==> config.mk <==
export PLATFORM = sky130hd
export DESIGN_NAME = nibble_packer
export DESIGN_NICKNAME = d
export VERILOG_FILES = /design/src/rtl/nibble_pkg.sv /design/src/rtl/nibble_packer.sv
export SDC_FILE = /design/constraint.sdc
export NUM_CORES = 1
export LEC_CHECK = 0
export ABC_AREA = 1
export CORE_UTILIZATION = 45
export DETAILED_ROUTE_END_ITERATION = 8
export DONT_BUFFER_PORTS = 1
export SLEW_MARGIN = 20
export SYNTH_ARGS = -nofsm -noshare
export SYNTH_HDL_FRONTEND = slang
export SYNTH_SLANG_ARGS = --single-unit
==> constraint.sdc <==
create_clock -name clk -period 1.9 [get_ports clk]
set_clock_uncertainty 0.2 [all_clocks]
set_input_delay 0.57 -clock clk [delete_from_list [all_inputs] [get_ports clk]]
set_output_delay 0.57 -clock clk [all_outputs]
set_load 0.01 [all_outputs]
==> src/rtl/nibble_pkg.sv <==
// Shared constants and FSM state type for the nibble packer.
package nibble_pkg;

    localparam int unsigned NIB_W  = 4;
    localparam int unsigned BYTE_W = 8;

    typedef enum logic [1:0] {
        EMPTY,
        HALF,
        FLUSH_PEND
    } state_e;

endpackage

==> src/rtl/nibble_packer.sv <==
// Packs pairs of 4-bit nibbles into bytes behind a valid/ready output register.
// A flush emits a lone held nibble zero-padded.
module nibble_packer
    import nibble_pkg::*;
#(
    parameter bit          HI_FIRST = 1'b1,
    parameter int unsigned CNT_W    = 8
) (
    input  logic              clk,
    input  logic              rst_n,
    input  logic              in_valid,
    output logic              in_ready,
    input  logic [NIB_W-1:0]  in_nib,
    input  logic              flush,
    output logic              out_valid,
    input  logic              out_ready,
    output logic [BYTE_W-1:0] out_byte,
    output logic              out_padded,
    output logic [CNT_W-1:0]  byte_cnt
);

    state_e             state_q, state_d;
    logic [NIB_W-1:0]   hold_q, hold_d;
    logic               out_valid_q, out_valid_d;
    logic [BYTE_W-1:0]  out_byte_q, out_byte_d;
    logic               out_padded_q, out_padded_d;
    logic [CNT_W-1:0]   byte_cnt_q, byte_cnt_d;

    logic               slot_free;
    logic               in_xfer;
    logic               out_xfer;
    logic               load;
    logic               load_pad;
    logic [BYTE_W-1:0]  full_byte;
    logic [BYTE_W-1:0]  pad_byte;

    // Output slot can take a new byte if empty or being drained this cycle.
    assign slot_free = !out_valid_q || out_ready;
    assign out_xfer  = out_valid_q && out_ready;
    assign in_xfer   = in_valid && in_ready;

    assign full_byte = HI_FIRST ? {hold_q, in_nib} : {in_nib, hold_q};
    assign pad_byte  = HI_FIRST ? {hold_q, 4'h0} : {4'h0, hold_q};

    always_comb begin
        state_d  = state_q;
        hold_d   = hold_q;
        in_ready = 1'b0;
        load     = 1'b0;
        load_pad = 1'b0;
        unique case (state_q)
            EMPTY: begin
                in_ready = 1'b1;
                if (in_xfer) begin
                    hold_d  = in_nib;
                    state_d = HALF;
                end
            end
            HALF: begin
                in_ready = slot_free;
                if (in_xfer) begin
                    load    = 1'b1;
                    state_d = EMPTY;
                end else if (flush) begin
                    if (slot_free) begin
                        load     = 1'b1;
                        load_pad = 1'b1;
                        state_d  = EMPTY;
                    end else begin
                        state_d = FLUSH_PEND;
                    end
                end
            end
            FLUSH_PEND: begin
                if (slot_free) begin
                    load     = 1'b1;
                    load_pad = 1'b1;
                    state_d  = EMPTY;
                end
            end
            default: state_d = EMPTY;
        endcase
    end

    always_comb begin
        out_valid_d  = out_valid_q;
        out_byte_d   = out_byte_q;
        out_padded_d = out_padded_q;
        if (load) begin
            out_valid_d  = 1'b1;
            out_byte_d   = load_pad ? pad_byte : full_byte;
            out_padded_d = load_pad;
        end else if (out_xfer) begin
            out_valid_d = 1'b0;
        end
        byte_cnt_d = out_xfer ? byte_cnt_q + CNT_W'(1) : byte_cnt_q;
    end

    always_ff @(posedge clk or negedge rst_n) begin
        if (!rst_n) begin
            state_q      <= EMPTY;
            hold_q       <= '0;
            out_valid_q  <= 1'b0;
            out_byte_q   <= '0;
            out_padded_q <= 1'b0;
            byte_cnt_q   <= '0;
        end else begin
            state_q      <= state_d;
            hold_q       <= hold_d;
            out_valid_q  <= out_valid_d;
            out_byte_q   <= out_byte_d;
            out_padded_q <= out_padded_d;
            byte_cnt_q   <= byte_cnt_d;
        end
    end

    assign out_valid  = out_valid_q;
    assign out_byte   = out_byte_q;
    assign out_padded = out_padded_q;
    assign byte_cnt   = byte_cnt_q;

endmodule

# [Word-level counts from Yosys, hierarchy flattened]
# Cells that the tools add are included.
[classes] n_bitwise=0 div=0 magnitude_cmp=0 n_eq_ne=5 n_mul=0 mux=16 add_sub_neg=1 shift=0 reduce_logical=8
[ops] op="two-way mux 2 bit" n=5
[ops] op="adder 8 x 1 -> 8 bit (second input constant)" n=1
[ops] op="two-way mux 1 bit" n=6
[ops] op="one-hot mux 1 bit (2 select lines)" n=3
[ops] op="one-hot mux 2 bit (3 select lines)" n=1
[ops] op="two-way mux 4 bit" n=1
[ops] op="inequality test 2 bit (second input constant)" n=2
[ops] op="inequality test 3 bit (second input constant)" n=1
[ops] op="AND reduction 3 bit" n=1
[ops] op="equality test 2 x 1 -> 1 bit (second input constant)" n=1
[ops] op="equality test 2 bit (second input constant)" n=1
[ops] op="logical AND 1 bit" n=2
[ops] op="zero test 2 bit" n=1
[ops] op="AND reduction 2 bit" n=1
[ops] op="nonzero test 2 bit" n=1
[ops] op="zero test 1 bit" n=1
[ops] op="logical OR 1 bit" n=1
[word_totals] rom_bits=0 regBits=24 latch_bits=0 word_cells=36 out_inout_bits=19 in_bits=9 ram_bits=0 n_memories=0

# [Depth between registers and ports, before layout]
[logic_depth] ltp_word=7 mapped_depth=9 mapped_depth_nobuf=9

# [Least setup slack after synthesis]
# No wires, ideal clock.
[synth_path] path_kind="in2out" from="input port out_ready" to="output port in_ready" n_path_buf=0 path_slack_ns=0.272 stages=4 arrival_time_ns=0.858 required_ns=1.130 path_cell_list="inv_1 nand2_2 nand2_2 nand2_2"
[synth_between] elab_chain_len=2
[synth_lines] element="start, declared" line="nibble_packer.sv:16" rtl="input logic out_ready,"
[synth_lines] element="logical OR 1 bit" line="nibble_packer.sv:38" rtl="assign slot_free = !out_valid_q || out_ready;"
[synth_lines] element="one-hot mux 1 bit (2 select lines)" line="nibble_packer.sv:51" rtl="unique case (state_q)"
[synth_lines] element="end, declared" line="nibble_packer.sv:12" rtl="output logic in_ready,"
# Every way passes these cells.

# [Worst setup path in the final report]
[layout_path] from="register state_q[0]" to="output port in_ready"
[layout_between] elab_chain_len=2 elab_cells_between_ends=3 cone_classes="1 x eq/ne; 1 x mux; 1 x reduce/logical"
[layout_lines] element="start, declared" line="nibble_packer.sv:22" rtl="state_e state_q, state_d;"
[layout_lines] element="start signal, assigned" line="nibble_packer.sv:108" rtl="state_q <= state_d;"
[layout_lines] element="equality test 2 x 1 -> 1 bit / zero test 2 bit (equally long branches)" line="nibble_packer.sv:51"
[layout_lines] element="one-hot mux 1 bit (2 select lines) (*)" line="nibble_packer.sv:51"
# Mark *: on every way between the ends. The rest lies on a longest branch, timed or not.

==> out/results.txt <==
drt initial violations -> 18
Remaining DRCs -> 0
Slew Viols, Final -> 0
CTS Buf Count -> 3
IO Count -> 28
number of enable flip-flop cells after synthesis -> 0
failing checks -> setup timing
Area contributors post-synth -> dfrtp_1 50%, nand2_1 16%, inv_1 5.7%
DRT Wirelength -> 2.276 mm
Worst Slack Setup Final -> -0.04182 ns
Area Growth Syn to Fin -> 12.08%
ys flop type -> dfrtp_1
vias in the first global route -> 885
clock tree buffer depth -> 2
Slowest-stage cell, CP -> dfrtp_1
peak supply drop -> 0.8492 mV
Reg2Reg Depth -> 10
Non-Filler Instances -> 181
Critical Path Start Type -> flop
# clock sinks -> 24
number of synthesized register bits -> 24
Reg-to-Reg End -> out_byte[3]
CP delay by family, top -> flip-flops
Root Driver -> clkbuf_4
antenna fix cells -> 0
worst setup path start -> state_q[0]
Post-synth top cells -> 50 x nand2_1, 24 x dfrtp_1, 18 x inv_1
layout cells sized above 1 -> 15.23%
total gr overflow -> 0
Fin Setup TNS -> -0.04182 ns
drt pass-1 iters -> 4
Post-Syn Instances -> 144
slowest stage delay, CP -> 0.42 ns
CTS tree -> done
htree depth -> 1
clock slew at reported path FFs -> 0.13 ns
multi-input logic area -> 541.8 um^2
CP Cell Sequence -> buf_6, ha_4, nand2_2, nand2_4
Slew @ Worst Pin -> 0.5262 ns
Max FO, Critical Path -> 3
cell area after synthesis -> 0.001191 mm^2
max cap viols -> 0
sequential fraction of the synthesis area -> 50.42%
Final setup viols -> 1
Overall Power -> 1.998 mW
Die W -> 53.45 um
worst skew pair latency -> 0.32 ns
GPL Wtd Cong -> 0.7840
Hold Violations, Final -> 0
via count -> 933
Combinational Power Share -> 35.9%
leak pwr -> 0.7304 nW
Worst EP required -> 1.13 ns
die area -> 0.002857 mm^2
crit path DAT -> 1.17 ns
Layout Utilization -> 53.40%
Via density -> 5.155
Crit Path Category -> reg -> out
clock share of power -> 18.4%
die extent in y -> 53.45 um
sum of buffers and inverters on the critical path -> 1
hold slack -> 0.003058 ns
Reg power frac -> 45.8%
P_sw -> 0.8047 mW
unrepaired setup endpoints after global routing -> yes
Critical Path End -> in_ready
starting density of the core -> 47.65%
NumNets Final -> 165
Worst R2R Start -> state_q[0]
R2R Setup Slk -> 0.24 ns
Inst Count DP -> 173
fin crit period -> 1.942 ns
Hold/Removal Path Class -> in -> async
Slew HR -> 64.92%
Cell Rows -> 18
Buffers on Ports -> 0
CP Capture Type -> output port
initial antenna violation count -> 0
share of the synthesized area in the top cell type -> 50.42%
Core ar. -> 0.002500 mm^2
Pint -> 1.193 mW
GRT Total Usage -> 19.06%
Pwr per Cell Area -> 1497 mW/mm^2
largest net degree at the start of global routing -> 25
DR WL/cell -> 12.57 um
leading area contributor after synthesis -> dfrtp_1
first-pass GRT wire length -> 3.850 mm
Reg area -> 600.6 um^2
top-count cell post-synth -> nand2_1
Async SR Flop Fraction -> 100.0%
antenna viol nets, final -> 0
fmax -> 0.5150 GHz
Post-Syn Nets -> 157
status -> finished with violations
dpl hpwl -> 1.627 mm
syn_area_per_cell -> 8.272 um^2
crit share post-route -> 102.2%
# fillers -> 255
Netlist cell types -> 19
stages on the worst setup path -> 4
sw frac -> 40.27%
Synth warnings -> 0
power by group through the flow:
| stage | Clock [mW] | Combinational, mW | Sequential (mW) |
|---|---|---|---|
| after floorplan | 0 | 0.505 | 0.889 |
| after global placement | 0 | 0.568 | 0.925 |
| after detailed placement | 0 | 0.599 | 0.926 |
| after CTS | 0.378 | 0.724 | 0.915 |
| after global routing | 0.402 | 0.821 | 0.942 |
| final | 0.367 | 0.717 | 0.914 |
layout make-up:
cell class / instances / share of cell area (%)
Tap cell: 30 / 2.812
Sequential cell: 24 / 44.99
Clock inverter: 1 / 2.249
Multi-Input combinational cell: 100 / 40.58
Timing Repair Buffer: 4 / 2.343
Inverter: 19 / 5.342
Clock buffer: 3 / 1.687
state kept, by name (all words and copies together) (netlist names):
register,flops
byte_cnt,8
out_valid,1
out_padded,1
hold_q,4
out_byte,8
state_q,2
cells in the final DEF, fill, tap and decap left out:
master     instances
nand2_1           50
dfrtp_1           24
inv_1             16
nand3_1           13
nor2_1             9
nand2_2            4
nand4_1            4
xor2_1             4
inv_2              3
nand2_4            3
o21ai_1            3
clkbuf_4           3
ha_4               2
ha_1               2
buf_4              2
nand3_2            1
nor3_2             1
o21ai_0            1
o21ai_2            1
nor3_1             1
nand3b_1           1
bufinv_16          1
buf_2              1
buf_6              1
cell families after synthesis:
logic type | Yosys count | synth area share (%)
simple gates | 87 | 33.40
flops | 24 | 50.42
buf+inv | 20 | 6.617
compound gates | 5 | 2.415
xor+xnor | 4 | 2.941
fa+ha+maj | 4 | 4.202
worst min-delay path by stage:
stage                   start     endpoint  slack [ns]  depth (start not counted)
floorplan               rst_n  byte_cnt[0]        0.07                          0
global route            rst_n  byte_cnt[4]        0.02                          1
global placement        rst_n  byte_cnt[4]        0.07                          0
detailed placement      rst_n  byte_cnt[4]        0.07                          0
CTS                 in_nib[0]    hold_q[0]        0.19                          2
finish                  rst_n  byte_cnt[5]       0.003                          1
routing by layer:
layer | track usage [%] | wire length, um | vias to the layer above
met2 | 30.63 | 1075 | 25
met5 | 0 | 0 | -
li1 | - | - | 461
met1 | 23.39 | 1057 | 442
met4 | 5.263 | 26 | 0
met3 | 7.471 | 117 | 5
metrics by stage:
stage          instance area (um^2)  worst slack, ns
2_1_floorplan                  1191           0.2723
3_3_place_gp                   1221           0.2292
3_5_place_dp                   1221           0.1488
4_1_cts                        1340         -0.05422
5_1_grt                        1335         -0.09263
6_report                       1335         -0.04182
timing repair:
item | in CTS | in global routing
gates resized for setup | 8 | 0
setup endpoints to repair | 1 | 1
buffers inserted | 3 | 0
pin swaps | 1 | 0
hold endpoints to repair | 24 | 0
cloned | 0 | 0
hold buffers | 1 | 0
No activity file was read; power rests on OpenSTA's default activity.
